**src/rtl/vga_sync_rx.sv**
```systemverilog
// vga_sync_rx - receive side of the 1024x768@60 VGA timing link.
//
// Samples HS/VS on every pixel strobe, regenerates the pixel coordinates
// with free-running counters that are re-aligned on each sync edge, checks
// line/frame timing against the nominal geometry and reports lock.
//
// Ports
//   CLK           in   system clock
//   RST_BTN       in   asynchronous active-low reset
//   pix_stb       in   pixel enable, one CLK cycle per pixel
//   hs_in, vs_in  in   horizontal / vertical sync (CLK domain)
//   o_x, o_y      out  coordinates of the pixel sampled at the last strobe
//   o_active      out  locked and inside the visible area
//   o_locked      out  timing lock
//   o_frame_start out  1-CLK pulse when coordinates become (0,0) while locked
//   o_err_cnt     out  saturating count of timing errors seen while locked
module vga_sync_rx #(
    parameter int H_ACTIVE    = 1024,
    parameter int H_FP        = 24,
    parameter int H_SYNC      = 136,
    parameter int H_TOTAL     = 1344,
    parameter int V_ACTIVE    = 768,
    parameter int V_FP        = 3,
    parameter int V_SYNC      = 6,
    parameter int V_TOTAL     = 806,
    parameter bit HS_POL      = 1'b0,
    parameter bit VS_POL      = 1'b0,
    parameter int LOCK_FRAMES = 2
) (
    input  logic        CLK,
    input  logic        RST_BTN,
    input  logic        pix_stb,
    input  logic        hs_in,
    input  logic        vs_in,
    output logic [10:0] o_x,
    output logic [10:0] o_y,
    output logic        o_active,
    output logic        o_locked,
    output logic        o_frame_start,
    output logic [7:0]  o_err_cnt
);

    localparam int HS_STA = H_ACTIVE + H_FP;
    localparam int VS_STA = V_ACTIVE + V_FP;
    localparam int TMO    = 2 * H_TOTAL;
    localparam int TMO_W  = $clog2(TMO + 1);
    localparam int FR_W   = $clog2(LOCK_FRAMES + 1);

    localparam logic [10:0]      C_HS_STA   = 11'(HS_STA);
    localparam logic [10:0]      C_VS_STA   = 11'(VS_STA);
    localparam logic [10:0]      C_H_LAST   = 11'(H_TOTAL - 1);
    localparam logic [10:0]      C_V_LAST   = 11'(V_TOTAL - 1);
    localparam logic [10:0]      C_H_ACT    = 11'(H_ACTIVE);
    localparam logic [10:0]      C_V_ACT    = 11'(V_ACTIVE);
    localparam logic [TMO_W-1:0] C_TMO_LAST = TMO_W'(TMO - 1);
    localparam logic [FR_W-1:0]  C_LOCK     = FR_W'(LOCK_FRAMES);

    // The sync pulse must fit between its start and the end of the line/frame.
    if ((HS_STA + H_SYNC > H_TOTAL) || (VS_STA + V_SYNC > V_TOTAL) ||
        (H_TOTAL > 2048) || (V_TOTAL > 2048)) begin : g_bad_timing
        $error("vga_sync_rx: inconsistent timing parameters");
    end

    typedef enum logic [1:0] {
        S_SEARCH = 2'd0,
        S_VERIFY = 2'd1,
        S_LOCKED = 2'd2
    } state_t;

    state_t            r_state, w_state_nxt;
    logic [FR_W-1:0]   r_frames, w_frames_nxt;
    logic [10:0]       r_h_cnt, r_v_cnt;
    logic [10:0]       w_nxt_h, w_nxt_v, w_h_new, w_v_new;
    logic              r_hs_q, r_vs_q;
    logic              w_hs_edge, w_vs_edge;
    logic              w_h_err, w_v_err, w_t_err, w_err, w_err_inc;
    logic [TMO_W-1:0]  r_tmo, w_tmo_nxt;

    // Counters, sync edge alignment and timing checks
    always_comb begin
        w_nxt_h = (r_h_cnt == C_H_LAST) ? 11'd0 : r_h_cnt + 11'd1;
        w_nxt_v = r_v_cnt;
        if (w_nxt_h == 11'd0)
            w_nxt_v = (r_v_cnt == C_V_LAST) ? 11'd0 : r_v_cnt + 11'd1;

        w_hs_edge = (hs_in == HS_POL) && (r_hs_q != HS_POL);
        w_vs_edge = (vs_in == VS_POL) && (r_vs_q != VS_POL);

        // A sync edge forces the counter to the sync start; the free-running
        // value tells whether the previous line/frame had nominal length.
        w_h_new = w_hs_edge ? C_HS_STA : w_nxt_h;
        w_v_new = w_vs_edge ? C_VS_STA : w_nxt_v;
        w_h_err = w_hs_edge && (w_nxt_h != C_HS_STA);
        w_v_err = w_vs_edge && (w_nxt_v != C_VS_STA);

        // Missing HS: one error every TMO strobes, counter restarts each time.
        w_t_err   = 1'b0;
        w_tmo_nxt = r_tmo + TMO_W'(1);
        if (w_hs_edge) begin
            w_tmo_nxt = '0;
        end else if (r_tmo == C_TMO_LAST) begin
            w_t_err   = 1'b1;
            w_tmo_nxt = '0;
        end

        w_err = w_h_err | w_v_err | w_t_err;
    end

    // Lock FSM: next state
    always_comb begin
        w_state_nxt  = r_state;
        w_frames_nxt = r_frames;
        w_err_inc    = 1'b0;
        case (r_state)
            S_SEARCH: begin
                if (w_vs_edge) begin
                    w_state_nxt  = S_VERIFY;
                    w_frames_nxt = '0;
                end
            end
            S_VERIFY: begin
                if (w_err) begin
                    w_state_nxt = S_SEARCH;
                end else if (w_vs_edge) begin
                    w_frames_nxt = r_frames + FR_W'(1);
                    if (w_frames_nxt == C_LOCK)
                        w_state_nxt = S_LOCKED;
                end
            end
            S_LOCKED: begin
                if (w_err) begin
                    w_state_nxt = S_SEARCH;
                    w_err_inc   = 1'b1;
                end
            end
            default: w_state_nxt = S_SEARCH;
        endcase
    end

    // Lock FSM: state register
    always_ff @(posedge CLK or negedge RST_BTN) begin
        if (!RST_BTN) begin
            r_state  <= S_SEARCH;
            r_frames <= '0;
        end else if (pix_stb) begin
            r_state  <= w_state_nxt;
            r_frames <= w_frames_nxt;
        end
    end

    // Datapath registers and outputs
    always_ff @(posedge CLK or negedge RST_BTN) begin
        if (!RST_BTN) begin
            r_h_cnt       <= '0;
            r_v_cnt       <= '0;
            r_hs_q        <= ~HS_POL;
            r_vs_q        <= ~VS_POL;
            r_tmo         <= '0;
            o_locked      <= 1'b0;
            o_frame_start <= 1'b0;
            o_err_cnt     <= '0;
        end else begin
            o_frame_start <= 1'b0;
            if (pix_stb) begin
                r_h_cnt       <= w_h_new;
                r_v_cnt       <= w_v_new;
                r_hs_q        <= hs_in;
                r_vs_q        <= vs_in;
                r_tmo         <= w_tmo_nxt;
                o_locked      <= (w_state_nxt == S_LOCKED);
                o_frame_start <= (w_state_nxt == S_LOCKED) &&
                                 (w_h_new == 11'd0) && (w_v_new == 11'd0);
                if (w_err_inc && (o_err_cnt != 8'hFF))
                    o_err_cnt <= o_err_cnt + 8'd1;
            end
        end
    end

    // The counters already hold the coordinates of the last sampled pixel.
    assign o_x      = r_h_cnt;
    assign o_y      = r_v_cnt;
    assign o_active = o_locked && (r_h_cnt < C_H_ACT) && (r_v_cnt < C_V_ACT);

endmodule
```
**config.mk**
```make
export PLATFORM = sky130hd
export DESIGN_NAME = vga_sync_rx
export DESIGN_NICKNAME = d
export VERILOG_FILES = /design/src/rtl/vga_sync_rx.sv
export SDC_FILE = /design/constraint.sdc
export NUM_CORES = 1
export LEC_CHECK = 0
export ABC_AREA = 0
export CAP_MARGIN = 20
export CORE_MARGIN = 4
export CORE_UTILIZATION = 35
export DETAILED_ROUTE_END_ITERATION = 7
export RECOVER_POWER = 50
export SYNTH_ARGS = -nofsm -noshare
export SYNTH_HDL_FRONTEND = slang
export SYNTH_SLANG_ARGS = --single-unit
```
**constraint.sdc**
```tcl
create_clock -name CLK -period 2.95 [get_ports CLK]
set_clock_uncertainty 0.1 [all_clocks]
set_input_delay 0.59 -clock CLK [delete_from_list [all_inputs] [get_ports CLK]]
set_output_delay 0.59 -clock CLK [all_outputs]
set_load 0.05 [all_outputs]
```
==> qor.yml <==
clock-sinks: 50
syn_to_final_growth_pct: 32.57
synth_top_area_share_pct: 34.90
pre_cts_ws_ps: -81.80
place_inst: 587
ctsHtreeMaxLevel: 2
cp_max_fo: 4
cap_violations: 1
cts_buffers: 5
start_kind: "flop"
cp_slowest_cell: "dfrtp_2"
synthDistinctLibCells: 74
crit_top_cell: "mux2_4"
die_h_um: 107.2
fmax_mhz: 328.0
synth_area_mm2: 0.003442
seqCellArea_mm2: 0.001269
drtPass1Iterations: 4
hold_ws_ps: 406.5
p_leak_nw: 1.850
yosysWarnings: 0
setup_viol: 12
nNetsFinal: 480
clk_pin_slew_ps: 100
hold_path_class: "flop to flop"
power_w: 0.002356
multi_input_comb_area_mm2: 0.002113
grt_pass1_wl_um: 16410
num_vias: 3260
yosys-top-cells-area: "dfrtp_1 (35%), o21ai_0 (5.1%), nand2_1 (4.8%), nor2_1 (2.9%), nand3_1 (2.9%)"
grt_usage_pct: 17.60
cp.required_ps: 3060
gp_congestion: 0.9098
final_cell_mix: "buf_4 (56), nand2_1 (43), dfrtp_1 (38), o21ai_0 (35), clkdlybuf4s50_1 (35)"
placementRows: 35
antenna_found_initial: 0
start_util_pct: 36.56
status: "complete, but fails checks"
worstPathArrival_ps: 3160
clock_latency_ps: 310
grt_overflow: 0
fillers: 905
r2r_setup_slack_ps: -100
cts_buffer_depth: 2
holdBufCountCts: 0
grt_pass1_vias: 3278
setup_ws_ps: -98.74
instances_no_fill: 599
vdd_drop_max_mv: 0.5164
fin_crit_sh_pct: 103.3
critical_path.max_stage_delay_ps: 430
ys_ff_latch: 50
violations: "capacitance limit, slew limit, setup timing"
drt-vias-per-instance: 5.442
totalWireLength_um: 9495
grt_max_degree: 36
root_buffer: "clkbuf_8"
fin_setup_tns_ps: -616.5
cp-end-kind: "flop"
ant_nets: 0
drive_gt1_share_pct: 26.60
syn_avg_cell_area_um2: 8.803
synth_edf_count: 0
drt_iter0_drc: 190
cts_tree: "yes"
drv_slew: 35
hold_violations: 0
synthFlopType: "dfrtp_1"
async_flop_share_pct: 100.0
synth_nets: 402
path_class: "flop to flop"
die_width_um: 107.2
crit_path_cell_trace: "nor4b_4 > a211oi_2 > o31ai_2 > and4_4 > mux2_4 > a2111oi_4 > a41oi_2 > nand2_2 > mux2_4"
fin_crit_ps: 3049
wire_per_inst_um: 15.85
synth_top_area_cell: "dfrtp_1"
layout_commonest_cell: "buf_4"
die_area_mm2: 0.01149
slew_headroom_pct: -29.00
core_area_mm2: 0.009415
grt_setup_unrepaired: "yes"
port-buffer-count: 37
antenna_cells: 0
ys_seq_area_share_pct: 36.42
worst_pin_slew_ps: 1935
synthCells: 391
place_hpwl_um: 6976
drc_errors: 0
io_pins: 38
power_density_mw_per_mm2: 516.2
## per-stage QoR
| stage | cell area (um^2) | utilization, % |
|---|---|---|
| 6_report | 4563 | 48.47 |
| 3_5_place_dp | 4360 | 46.31 |
| 3_3_place_gp | 4360 | 46.31 |
| 5_1_grt | 4563 | 48.47 |
| 4_1_cts | 4484 | 47.63 |
| 2_1_floorplan | 3521 | - |
## path summary, 6_finish.rpt
kind / startpoint / endpoint / cells past startpoint
min reg2reg: o_err_cnt[6]$_DFFE_PN0P_ / o_err_cnt[6]$_DFFE_PN0P_ / 1
min in group asynchronous: RST_BTN / o_x[5]$_DFFE_PN0P_ / 1
max in group asynchronous: RST_BTN / o_x[1]$_DFFE_PN0P_ / 1
max reg2reg: o_x[9]$_DFFE_PN0P_ / o_err_cnt[1]$_DFFE_PN0P_ / 9
min: o_err_cnt[6]$_DFFE_PN0P_ / o_err_cnt[6]$_DFFE_PN0P_ / 1
max: o_x[9]$_DFFE_PN0P_ / o_err_cnt[1]$_DFFE_PN0P_ / 9
## area by class of cell
class,count,area share (%)
Multi-Input combinational cell,303,46.31
Tap cell,129,3.537
Sequential cell,50,27.80
Inverter,7,0.5758
Clock buffer,6,1.810
Clock inverter,2,0.3839
Timing Repair Buffer,102,19.58
## per-layer routing
| layer | vias up | wire (um) | track usage [%] |
|---|---|---|---|
| li1 | 1609 | - | - |
| met1 | 1558 | 4686 | 25.31 |
| met2 | 83 | 4264 | 27.21 |
| met3 | 10 | 443 | 2.589 |
| met4 | 0 | 101 | 5.388 |
| met5 | - | 0 | 0 |
## worst max-delay path, delay by kind of cell (launching register included)
kind             cells  cell delay [ps]
AO/OA/AOI/OAI        4             1020
AND/OR/NAND/NOR      3              770
multiplexers         2              620
flip-flops           1              430
## cells in the mapped netlist, types with 3 or more instances
cell and n:
nand3_1 20, and3_1 13, a21oi_1 14, o31ai_1 10, nand2b_1 4, xnor2_1 11
nor2_1 27, buf_6 6, nand2_1 44, a31oi_1 5, inv_1 7, a22o_1 6
nor2b_1 6, mux2i_1 3, nand3b_1 4, ha_1 6, o2bb2ai_1 4, a21o_1 5
and2_1 4, clkbuf_1 17, nor3_1 8, o21ai_0 35, nand4_1 11, dfrtp_1 48
buf_2 4, and4_1 4, a2111oi_0 3, buf_4 3
## logic make-up (layout without fill, tap and decap cells)
group	Yosys count	in the layout	share of synthesized area, %
and+or+nand+nor	163	163	25.59
AOI/OAI and AO/OA	114	114	24.25
DFF	50	50	36.42
buffers and inverters	38	117	5.961
xor gates and xnor gates	13	13	3.308
muxes	7	7	2.290
adders and majority gates	6	6	2.181
## state kept, by name (all words and copies together) (netlist names)
signal	flops
o_frame_start	1
r_tmo	12
r_hs_q	1
r_state	2
o_err_cnt	8
o_y	11
r_vs_q	1
o_x	11
o_locked	1
r_frames	2
## what timing repair did
item | in CTS | in global routing
endpoints found under the setup margin | 12 | 14
pin swaps | 1 | 7
buffers inserted | 2 | 2
gates resized for setup | 2 | 13
## power breakdown
part / total [W] / switching, W / internal, W
Combinational: 0.000980 / 0.000563 / 0.000417
Sequential: 0.000922 / 0.000130 / 0.000792
Clock: 0.000454 / 0.000260 / 0.000194
Power figures use the tool's default switching activity.
